## config.mk

```make
export PLATFORM = sky130hd
export DESIGN_NAME = compmux_scan_flat
export DESIGN_NICKNAME = d
export VERILOG_FILES = /design/src/rtl/compmux_pkg.sv /design/src/rtl/compmux_scan_if.sv /design/src/rtl/compmux_next_ch.sv /design/src/rtl/compmux_scan.sv /design/src/flat_wrapper.sv
export SDC_FILE = /design/constraint.sdc
export NUM_CORES = 1
export LEC_CHECK = 0
export BUFFER_PORTS_ARGS = -buffer_cell sky130_fd_sc_hd__buf_2
export CORE_MARGIN = 2
export CORE_UTILIZATION = 32
export CTS_BUF_LIST = sky130_fd_sc_hd__clkbuf_8
export DETAILED_ROUTE_END_ITERATION = 12
export HOLD_SLACK_MARGIN = 0.03
export PLACE_DENSITY_LB_ADDON = 0.05
export SYNTH_ARGS = -nofsm -noshare
export SYNTH_HDL_FRONTEND = slang
export SYNTH_SLANG_ARGS = --single-unit
```

## constraint.sdc

```tcl
create_clock -name clk -period 2.6 [get_ports clk]
set_input_delay 0.52 -clock clk [delete_from_list [all_inputs] [get_ports clk]]
set_output_delay 0.52 -clock clk [all_outputs]
set_load 0.02 [all_outputs]
```

## src/rtl/compmux_pkg.sv

```systemverilog
// Shared types and default constants for the comparator mux scan controller.
package compmux_pkg;

  localparam int unsigned DEF_N_CH        = 16;
  localparam int unsigned DEF_SEL_W       = 4;
  localparam int unsigned DEF_CNT_W       = 16;
  localparam int unsigned DEF_SETTLE      = 4;
  localparam int unsigned DEF_SYNC_STAGES = 2;

  typedef enum logic [1:0] {
    IDLE   = 2'd0,
    SETTLE = 2'd1,
    DWELL  = 2'd2,
    REPORT = 2'd3
  } scan_state_t;

endpackage

```

## src/rtl/compmux_scan_if.sv

```systemverilog
// Control, select and result signals between the register bank and the scan controller.
interface compmux_scan_if #(
  parameter int unsigned N_CH  = 16,
  parameter int unsigned SEL_W = 4,
  parameter int unsigned CNT_W = 16
);
  logic             mode;
  logic [SEL_W-1:0] manual_sel;
  logic [N_CH-1:0]  ch_mask;
  logic [CNT_W-1:0] dwell;
  logic             start;
  logic             abort;
  logic             comp_in;
  logic [SEL_W-1:0] mux_sel;
  logic             busy;
  logic             res_valid;
  logic [SEL_W-1:0] res_ch;
  logic [CNT_W-1:0] res_count;
  logic             scan_done;

  modport master (
    output mode, manual_sel, ch_mask, dwell, start, abort, comp_in,
    input  mux_sel, busy, res_valid, res_ch, res_count, scan_done
  );

  modport slave (
    input  mode, manual_sel, ch_mask, dwell, start, abort, comp_in,
    output mux_sel, busy, res_valid, res_ch, res_count, scan_done
  );
endinterface

```

## src/rtl/compmux_next_ch.sv

```systemverilog
// Priority encoder: lowest set mask bit (first) or lowest set bit above cur.
module compmux_next_ch
  import compmux_pkg::*;
#(
  parameter int unsigned N_CH  = DEF_N_CH,
  parameter int unsigned SEL_W = DEF_SEL_W
) (
  input  logic [N_CH-1:0]  mask,
  input  logic [SEL_W-1:0] cur,
  input  logic             first,
  output logic [SEL_W-1:0] nxt,
  output logic             found
);

  // Scan upward and keep the first qualifying channel.
  always_comb begin
    found = 1'b0;
    nxt   = '0;
    for (int i = 0; i < int'(N_CH); i++) begin
      if (!found && mask[i] && (first || (SEL_W'(i) > cur))) begin
        found = 1'b1;
        nxt   = SEL_W'(i);
      end
    end
  end

endmodule

```

## src/rtl/compmux_scan.sv

```systemverilog
// Scan controller: steps the comparator mux select through a channel mask,
// blanks while the mux and synchronizer settle, then counts high cycles.
module compmux_scan
  import compmux_pkg::*;
#(
  parameter int unsigned N_CH        = DEF_N_CH,
  parameter int unsigned SEL_W       = DEF_SEL_W,
  parameter int unsigned CNT_W       = DEF_CNT_W,
  parameter int unsigned SETTLE      = DEF_SETTLE,
  parameter int unsigned SYNC_STAGES = DEF_SYNC_STAGES
) (
  input  logic           clk,
  input  logic           rst_n,
  compmux_scan_if.slave  bus
);

  // Blanking covers mux settling plus a full synchronizer flush.
  localparam logic [CNT_W-1:0] SETTLE_LAST = CNT_W'(SETTLE + SYNC_STAGES - 1);

  scan_state_t      state;
  logic [SYNC_STAGES-1:0] sync;
  logic             sync_q;
  logic [N_CH-1:0]  mask_lat;
  logic [CNT_W-1:0] dwell_lat;
  logic [CNT_W-1:0] tmr;
  logic [CNT_W-1:0] cnt;
  logic [SEL_W-1:0] mux_sel;
  logic             busy;
  logic             res_valid;
  logic [SEL_W-1:0] res_ch;
  logic [CNT_W-1:0] res_count;
  logic             scan_done;

  logic [N_CH-1:0]  nc_mask;
  logic             nc_first;
  logic [SEL_W-1:0] nc_ch;
  logic             nc_found;

  assign sync_q   = sync[SYNC_STAGES-1];
  assign nc_first = (state == compmux_pkg::IDLE);
  assign nc_mask  = nc_first ? bus.ch_mask : mask_lat;

  compmux_next_ch #(
    .N_CH  (N_CH),
    .SEL_W (SEL_W)
  ) u_next_ch (
    .mask  (nc_mask),
    .cur   (mux_sel),
    .first (nc_first),
    .nxt   (nc_ch),
    .found (nc_found)
  );

  // Bring the asynchronous mux output into the clk domain.
  always_ff @(posedge clk) begin
    if (!rst_n) begin
      sync <= '0;
    end else begin
      sync <= {sync[SYNC_STAGES-2:0], bus.comp_in};
    end
  end

  // Scan FSM with registered select, status and result outputs.
  always_ff @(posedge clk) begin
    if (!rst_n) begin
      state     <= compmux_pkg::IDLE;
      mask_lat  <= '0;
      dwell_lat <= CNT_W'(1);
      tmr       <= '0;
      cnt       <= '0;
      mux_sel   <= '0;
      busy      <= 1'b0;
      res_valid <= 1'b0;
      res_ch    <= '0;
      res_count <= '0;
      scan_done <= 1'b0;
    end else begin
      res_valid <= 1'b0;
      scan_done <= 1'b0;
      if (state == compmux_pkg::IDLE) begin
        if (!bus.mode) begin
          mux_sel <= bus.manual_sel;
        end else if (bus.start) begin
          mask_lat  <= bus.ch_mask;
          dwell_lat <= (bus.dwell == '0) ? CNT_W'(1) : bus.dwell;
          if (nc_found) begin
            mux_sel <= nc_ch;
            state   <= compmux_pkg::SETTLE;
            busy    <= 1'b1;
            tmr     <= '0;
          end else begin
            scan_done <= 1'b1;
          end
        end
      end else if (bus.abort || !bus.mode) begin
        // Cancel wins over any transition, including the result strobe.
        state <= compmux_pkg::IDLE;
        busy  <= 1'b0;
      end else begin
        case (state)
          compmux_pkg::SETTLE: begin
            if (tmr == SETTLE_LAST) begin
              state <= compmux_pkg::DWELL;
              tmr   <= '0;
              cnt   <= '0;
            end else begin
              tmr <= tmr + CNT_W'(1);
            end
          end
          compmux_pkg::DWELL: begin
            cnt <= cnt + CNT_W'(sync_q);
            if (tmr == dwell_lat - CNT_W'(1)) begin
              state     <= compmux_pkg::REPORT;
              res_valid <= 1'b1;
              res_ch    <= mux_sel;
              res_count <= cnt + CNT_W'(sync_q);
              scan_done <= !nc_found;
            end else begin
              tmr <= tmr + CNT_W'(1);
            end
          end
          compmux_pkg::REPORT: begin
            if (nc_found) begin
              mux_sel <= nc_ch;
              state   <= compmux_pkg::SETTLE;
              tmr     <= '0;
            end else begin
              state <= compmux_pkg::IDLE;
              busy  <= 1'b0;
            end
          end
          default: begin
            state <= compmux_pkg::IDLE;
            busy  <= 1'b0;
          end
        endcase
      end
    end
  end

  assign bus.mux_sel   = mux_sel;
  assign bus.busy      = busy;
  assign bus.res_valid = res_valid;
  assign bus.res_ch    = res_ch;
  assign bus.res_count = res_count;
  assign bus.scan_done = scan_done;

endmodule

```

## src/flat_wrapper.sv

```systemverilog
// flat-port wrapper written by rule: the top's interface ports become plain ports
module compmux_scan_flat import compmux_pkg::*;
#(
  parameter int unsigned N_CH        = DEF_N_CH,
  parameter int unsigned SEL_W       = DEF_SEL_W,
  parameter int unsigned CNT_W       = DEF_CNT_W,
  parameter int unsigned SETTLE      = DEF_SETTLE,
  parameter int unsigned SYNC_STAGES = DEF_SYNC_STAGES
)
  (clk, rst_n, bus_mode, bus_manual_sel, bus_ch_mask, bus_dwell, bus_start, bus_abort, bus_comp_in, bus_mux_sel, bus_busy, bus_res_valid, bus_res_ch, bus_res_count, bus_scan_done);
  compmux_scan_if #(.N_CH(N_CH), .SEL_W(SEL_W), .CNT_W(CNT_W)) bus_i ();
  input  logic clk;
  input  logic rst_n;
  input wire logic [$bits(bus_i.mode)-1:0] bus_mode;
  input wire logic [$bits(bus_i.manual_sel)-1:0] bus_manual_sel;
  input wire logic [$bits(bus_i.ch_mask)-1:0] bus_ch_mask;
  input wire logic [$bits(bus_i.dwell)-1:0] bus_dwell;
  input wire logic [$bits(bus_i.start)-1:0] bus_start;
  input wire logic [$bits(bus_i.abort)-1:0] bus_abort;
  input wire logic [$bits(bus_i.comp_in)-1:0] bus_comp_in;
  output wire logic [$bits(bus_i.mux_sel)-1:0] bus_mux_sel;
  output wire logic [$bits(bus_i.busy)-1:0] bus_busy;
  output wire logic [$bits(bus_i.res_valid)-1:0] bus_res_valid;
  output wire logic [$bits(bus_i.res_ch)-1:0] bus_res_ch;
  output wire logic [$bits(bus_i.res_count)-1:0] bus_res_count;
  output wire logic [$bits(bus_i.scan_done)-1:0] bus_scan_done;
  assign bus_i.mode = bus_mode;
  assign bus_i.manual_sel = bus_manual_sel;
  assign bus_i.ch_mask = bus_ch_mask;
  assign bus_i.dwell = bus_dwell;
  assign bus_i.start = bus_start;
  assign bus_i.abort = bus_abort;
  assign bus_i.comp_in = bus_comp_in;
  assign bus_mux_sel = bus_i.mux_sel;
  assign bus_busy = bus_i.busy;
  assign bus_res_valid = bus_i.res_valid;
  assign bus_res_ch = bus_i.res_ch;
  assign bus_res_count = bus_i.res_count;
  assign bus_scan_done = bus_i.scan_done;
  compmux_scan #(.N_CH(N_CH), .SEL_W(SEL_W), .CNT_W(CNT_W), .SETTLE(SETTLE), .SYNC_STAGES(SYNC_STAGES)) u_core (.clk(clk), .rst_n(rst_n), .bus(bus_i));
endmodule
```

* Word level (Yosys, flattened, before mapping)
Index checks and enable logic that the tools add are counted.
** Word-level totals
- Output and inout port bits :: 27
- Word-level logic and storage cells :: 203
- Bits in registers :: 95
** Cells by class
- Order comparisons :: 16
- Equality and inequality tests :: 16
- Add/subtract/negate cells :: 3
- Reductions and logical operators :: 79
- Multiplexer cells :: 73
- Bitwise gates (word level) :: 4
** Operators by type and width (count)
- 16-bit 2-to-1 mux :: 10
- 4-bit 2-to-1 mux :: 20
- 16-bit one-hot mux with 3 select lines :: 1
- 4-bit > comparator, first input constant :: 8
- 1-bit 2-to-1 mux :: 32
- 16-bit one-hot mux with 2 select lines :: 1
- 1-bit logical AND :: 31
- 1-bit logical NOT :: 17
- 1-bit logical OR :: 17
- 16-bit by 1-bit adder with 16-bit output :: 1
- 16-bit by 1-bit adder with 16-bit output, second input constant :: 1
- 16-bit equality test :: 1
- 16-bit by 3-bit equality test with 1-bit output, second input constant :: 1
- 3-bit by 4-bit > comparator with 1-bit output, first input constant :: 4
- 16-bit logical NOT :: 1
- 16-bit by 1-bit subtractor with 16-bit output, second input constant :: 1
- 5-bit AND reduction :: 3
- 2-bit 2-to-1 mux :: 7
- 1-bit by 4-bit > comparator with 1-bit output, first input constant :: 2
- 2-bit by 4-bit > comparator with 1-bit output, first input constant :: 2
- 4-bit by 1-bit != test with 1-bit output, second input constant :: 2
- 4-bit AND reduction :: 2
- 2-bit != test, second input constant :: 3
- 2-bit one-hot mux with 3 select lines :: 1
- other kinds (15) :: 22

* Longest topological paths before layout
- Depth after elaboration :: 69
- Gate-level depth with buffers :: 12

* Modules after synthesis
Synthesis repeated with hierarchy kept, for this count alone.
** Unflattened totals
- Cell total of the unflattened synthesis :: 706
- Area total of the unflattened synthesis :: 5595.4 um2
** By module, submodules not included
- compmux_scan :: area each 5061.1 um2, sequential area each 1901.8 um2, instances 1, cells each 626
- compmux_next_ch :: area each 534.3 um2, sequential area each 0.0 um2, instances 1, cells each 80

* Worst setup path after synthesis
No wires, ideal clock.
- Kind :: reg-to-reg
- Start :: register u_core.dwell_lat[0]
- End :: register u_core.tmr[8]
- Data required time :: 2.533 ns
- Arrival time :: 2.799 ns
- Path buffers :: 1
- Slack :: -0.266 ns
- Stages on the path, launching flop included :: 12
- Path through :: dfxtp_1 > inv_1 > ha_1 > or4b_1 > nor4_1 > xor2_1 > a32oi_2 > a211oi_2 > a2111o_1 > buf_6 > or3b_1 > o21ai_2
** Between the ends
- Word-level cells in the longest chain between the ends :: 4
** RTL lines
- from (decl) :: line compmux_scan.sv:24 : logic [CNT_W-1:0] dwell_lat;
- from (signal assigned) :: line compmux_scan.sv:85 : dwell_lat <= (bus.dwell == '0) ? CNT_W'(1) : bus.dwell;
- 16-bit by 1-bit subtractor with 16-bit output :: line compmux_scan.sv:112 : if (tmr == dwell_lat - CNT_W'(1)) begin
- 16-bit equality test :: line compmux_scan.sv:112
- 3-bit by 2-bit != test with 1-bit output (no source line)
- 5-bit AND reduction (no source line)
- to (signal assigned) :: line compmux_scan.sv:107 : tmr <= tmr + CNT_W'(1);
- to (signal assigned) :: line compmux_scan.sv:119 : tmr <= tmr + CNT_W'(1);
- to (decl) :: line compmux_scan.sv:25 : logic [CNT_W-1:0] tmr;
Every way passes these cells.
A chain may end at the register's enable or synchronous reset.

* Worst setup path after layout
- Start :: register u_core.dwell_lat[0]
- End :: register u_core.tmr[7]
The elaborated chain is that of the path after synthesis.

==> results.txt <==
----------------------------------------------------
[Clock network]
  Clock root cell ... sky130_fd_sc_hd__clkbuf_8
  Num CTS Buffers ... 9
  Number of buffers inserted by hold repair at cts ... 0
  Sink Count ... 94
  Clock latency of the later-clocked register in the worst-skew pair ... 390 ps
  CTS tree ... yes
  Clock tree buffer depth ... 2
  Maximum level of the CTS H-tree ... 3
  Clock transition at path regs ... 90 ps

[Timing]
  Total count of max-transition violations in the final report ... 0
  Final WS setup ... -144.8 ps
  Number of failing hold endpoints at the final stage ... 0
  RSZ-0062 raised after global routing ... yes
  Number of setup violations in the final report ... 32
  Post-route clock period utilization ... 1.056
  Setup TNS Final ... -1420 ps
  Tightest slew margin relative to the limit ... 0.6234
  Peak clock frequency supported by timing ... 364.3 MHz
  Final-layout worst hold slack ... 350.7 ps
  Pin slew with the least headroom to its limit ... about 560 ps
  Largest clock skew in the final design ... 11.33 ps
  Final min period ... 2745 ps

[Critical path]
  Critical path launch point type ... flip-flop
  Critical Path Sink Type ... flip-flop
  Max incr delay on CP ... 530 ps
  Maximum net fanout on the critical path ... 5
  Worst path slowest cell ... sky130_fd_sc_hd__a2111o_2
  Chain of cells forming the critical path ... inv_2 > ha_4 > or4b_4 > nor4_4 > xor2_1 > a32oi_2 > a211oi_2 > a2111o_2 > or3b_1 > o21ai_2
  Crit path DAT ... 3070 ps
  Data required time at the worst endpoint ... between 2000 and 3000 ps
  Worst Path Class, Setup ... reg2reg

[Synth]
  Yosys warns ... 0
  Cell type contributing the most total cell area after synthesis ... sky130_fd_sc_hd__dfxtp_1
  Number of synthesized register bits ... 94
  Sequential cell area fraction in the yosys report ... 0.3481
  Count of distinct cell types in the synthesized netlist ... between 70 and 80
  Top-area cell type share of the netlist area ... 0.3481
  Post-synthesis cell area ... 5406 sq um
  Syn Nets ... 735
  Number of synthesized flops with an enable pin ... 0
  Post-synth ARST share ... 0
  Primary FF master, synth ... sky130_fd_sc_hd__dfxtp_1
  Synthesized instance count ... 684
  Largest cells by area after synthesis ... sky130_fd_sc_hd__dfxtp_1 35%, sky130_fd_sc_hd__nand2_1 6.1%, sky130_fd_sc_hd__a21oi_1 5.4%, sky130_fd_sc_hd__nor2_1 4.7%, sky130_fd_sc_hd__mux2i_1 4.4%
  Post-Synthesis Mean Instance Area ... 7.904 sq um

[Power]
  Standby leakage power ... ~0.0031 uW
  Power density relative to cell area ... 479.5 nW/um^2
  Worst supply voltage drop on vdd ... 0.0002048 V

[Global routing]
  Vias in the first global route ... 5030
  Final global-route overflow total ... 0
  Wire length of the first global-routing pass ... 25810 microns
  Initial antenna violation count ... 0
  Maximum number of pins on one net before global-route repair ... between 40 and 50
  Global Route Usage Sum ... 0.1805

[Cells and area]
  Sequential cell area ... around 1900 sq um
  Footprint of the multi-input gates ... 3468 sq um
  Synthesis-to-finish area growth ... 29.81%
  Share of cells above drive strength 1 ... 0.2757
  Post-Layout Cell Count ... 1047
  Filler cell count in the final layout ... 1679
  ANT cells ... 0
  Final Cell Area ... 7018 sq um
  Total number of nets in the final design ... about 870

[Place]
  Number of cells after detailed placement ... 1020
  Pre-CTS setup slack ... -134.8 ps
  Detailed placement HPWL ... around 12000 microns
  I/O Buffers ... 68
  Final GP Congestion ... 0.8159
  Area after DPL ... 6590 sq um

[Floorplanning]
  Row Count ... 47
  Vertical die dimension ... 134.0 microns
  Overall die width ... 134.0 microns
  Die outline area ... around 18000 sq um
  Area of the core ... 16520 sq um
  Boundary pin count ... 69
  Initial Util ... 0.3272

[Routing]
  Detailed-route via count ... 5414
  Average vias per placed instance ... 5.171
  Wire length per cell after detailed routing ... 15.60 microns
  Number of design rule violations left after detail routing ... 0
  Number of iterations in the first detailed-routing pass ... 5
  Antenna Nets Post-Route ... 0
  Initial DRC count ... 299
  Detailed Route WL ... 16340 microns

[Hold path]
  Hold/Removal Path Class ... in2reg

[Run status]
  Violated checks ... negative setup slack
  Status ... finished, violations left

[Run]
  Reported max-cap violation count ... 0

----------------------------------------------------
==> cells in the final DEF (no fill, tap or decap), types with 5 or more instances in the layout <==
cell and instances:
sky130_fd_sc_hd__a21oi_1 57, sky130_fd_sc_hd__inv_2 5, sky130_fd_sc_hd__inv_1 9, sky130_fd_sc_hd__a211oi_1 7, sky130_fd_sc_hd__nand2_1 88, sky130_fd_sc_hd__o21ai_0 32
sky130_fd_sc_hd__nand3_1 22, sky130_fd_sc_hd__or3_1 5, sky130_fd_sc_hd__xor2_1 15, sky130_fd_sc_hd__o22a_1 7, sky130_fd_sc_hd__a21o_1 6, sky130_fd_sc_hd__buf_4 88
sky130_fd_sc_hd__nand4_1 6, sky130_fd_sc_hd__nor2b_1 5, sky130_fd_sc_hd__dfxtp_2 5, sky130_fd_sc_hd__dfxtp_1 89, sky130_fd_sc_hd__nand2b_1 10, sky130_fd_sc_hd__nor3b_1 5
sky130_fd_sc_hd__xnor2_1 15, sky130_fd_sc_hd__nor3_1 17, sky130_fd_sc_hd__nor4_1 7, sky130_fd_sc_hd__clkbuf_8 10, sky130_fd_sc_hd__nand3b_1 12, sky130_fd_sc_hd__buf_2 68
sky130_fd_sc_hd__ha_1 7, sky130_fd_sc_hd__and2_1 8, sky130_fd_sc_hd__and3_1 20, sky130_fd_sc_hd__mux2i_1 23, sky130_fd_sc_hd__a22oi_1 5, sky130_fd_sc_hd__nor2_1 68
==> worst max-delay path: cells and delay by family, from the launching register on <==
kind / cells / cell delay [ps]
buffers and inverters: 1 / 60
adder cells (fa/ha/maj): 1 / 140
AO/OA/AOI/OAI: 4 / 1000
flip-flops: 1 / 330
AND/OR/NAND/NOR: 3 / 1060
XOR/XNOR: 1 / 110
==> synth_stat cells (10+ instances only) <==
| library cell | n |
|---|---|
| sky130_fd_sc_hd__nand2b_1 | 10 |
| sky130_fd_sc_hd__nand2_1 | 88 |
| sky130_fd_sc_hd__and3_1 | 20 |
| sky130_fd_sc_hd__nand3_1 | 22 |
| sky130_fd_sc_hd__nor2_1 | 68 |
| sky130_fd_sc_hd__dfxtp_1 | 94 |
| sky130_fd_sc_hd__inv_1 | 13 |
| sky130_fd_sc_hd__xnor2_1 | 16 |
| sky130_fd_sc_hd__nor3_1 | 17 |
| sky130_fd_sc_hd__clkbuf_1 | 29 |
| sky130_fd_sc_hd__mux2i_1 | 24 |
| sky130_fd_sc_hd__o21ai_0 | 32 |
| sky130_fd_sc_hd__nand3b_1 | 12 |
| sky130_fd_sc_hd__xor2_1 | 15 |
| sky130_fd_sc_hd__a21oi_1 | 58 |
==> path summary, 6_finish.rpt <==
kind,startpoint,end,slack (ps),depth (start not counted)
worst min-delay path,bus_comp_in,u_core.sync[0]$_SDFF_PN0_,350,2
worst max-delay path,u_core.dwell_lat[0]$_SDFFE_PN1P_,u_core.tmr[7]$_SDFFE_PN0P_,-140,10
worst max register to register,u_core.dwell_lat[0]$_SDFFE_PN1P_,u_core.tmr[7]$_SDFFE_PN0P_,-140,10
worst min register to register,u_core.sync[0]$_SDFF_PN0_,u_core.sync[1]$_SDFF_PN0_,430,1
==> metal layers <==
metal,routed length (microns),GRT usage,vias up,share of wire
met4,280,0.05733,0,0.017
met2,7372,0.2860,113,0.45
met3,572,0.03401,19,0.035
met1,8111,0.2483,2534,0.50
met5,0,0,-,0
li1,-,-,2748,-
==> state kept, by name (all words and copies together) (netlist names) <==
signal,count
u_core.tmr,16
u_core.dwell_lat,16
u_core.mask_lat,15
u_core.bus.res_valid,1
u_core.sync,2
u_core.bus.res_ch,4
u_core.cnt,16
u_core.bus.res_count,16
u_core.bus.scan_done,1
u_core.bus.mux_sel,4
u_core.state,2
u_core.bus.busy,1
==> what timing repair did <==
action	CTS	global route
gates resized for setup	4	20
pin swaps	5	12
hold endpoints to repair	0	0
gates cloned	1	3
endpoints found under the setup margin	16	41
buffers inserted	2	5
==> per-stage QoR <==
step	power, uW	util
2_1_floorplan	2034	-
3_3_place_gp	2389	0.3988
3_5_place_dp	2394	0.3988
4_1_cts	3371	0.4120
5_1_grt	3564	0.4247
6_report	3365	0.4247
==> final cells by class <==
cell class / count / share of cell area
Clock buffer: 10 / 0.01961
Clock inverter: 6 / 0.006240
Inverter: 14 / 0.008023
Multi-Input combinational cell: 539 / 0.4942
Sequential cell: 94 / 0.2690
Tap cell: 220 / 0.03922
Timing Repair Buffer: 164 / 0.1637
==> report_power, final <==
| group | internal [uW] | leakage, uW | switching, uW | total [uW] |
|---|---|---|---|---|
| clock network | 382 | 0.0000988 | 569 | 951 |
| logic | 421 | 0.00220 | 460 | 881 |
| registers | 1480 | 0.000763 | 49.3 | 1530 |
==> cell families (layout without fill, tap and decap cells) <==
group,count (synthesis),in the layout,share of synthesized area
muxes,24,24,0.04443
AOI/OAI and AO/OA,169,170,0.2060
buffers and inverters,52,194,0.04119
xor gates and xnor gates,31,31,0.05022
DFF,94,94,0.3481
adders and majority gates,9,9,0.02083
and+or+nand+nor,305,305,0.2893
No activity file was read; power rests on OpenSTA's default activity.
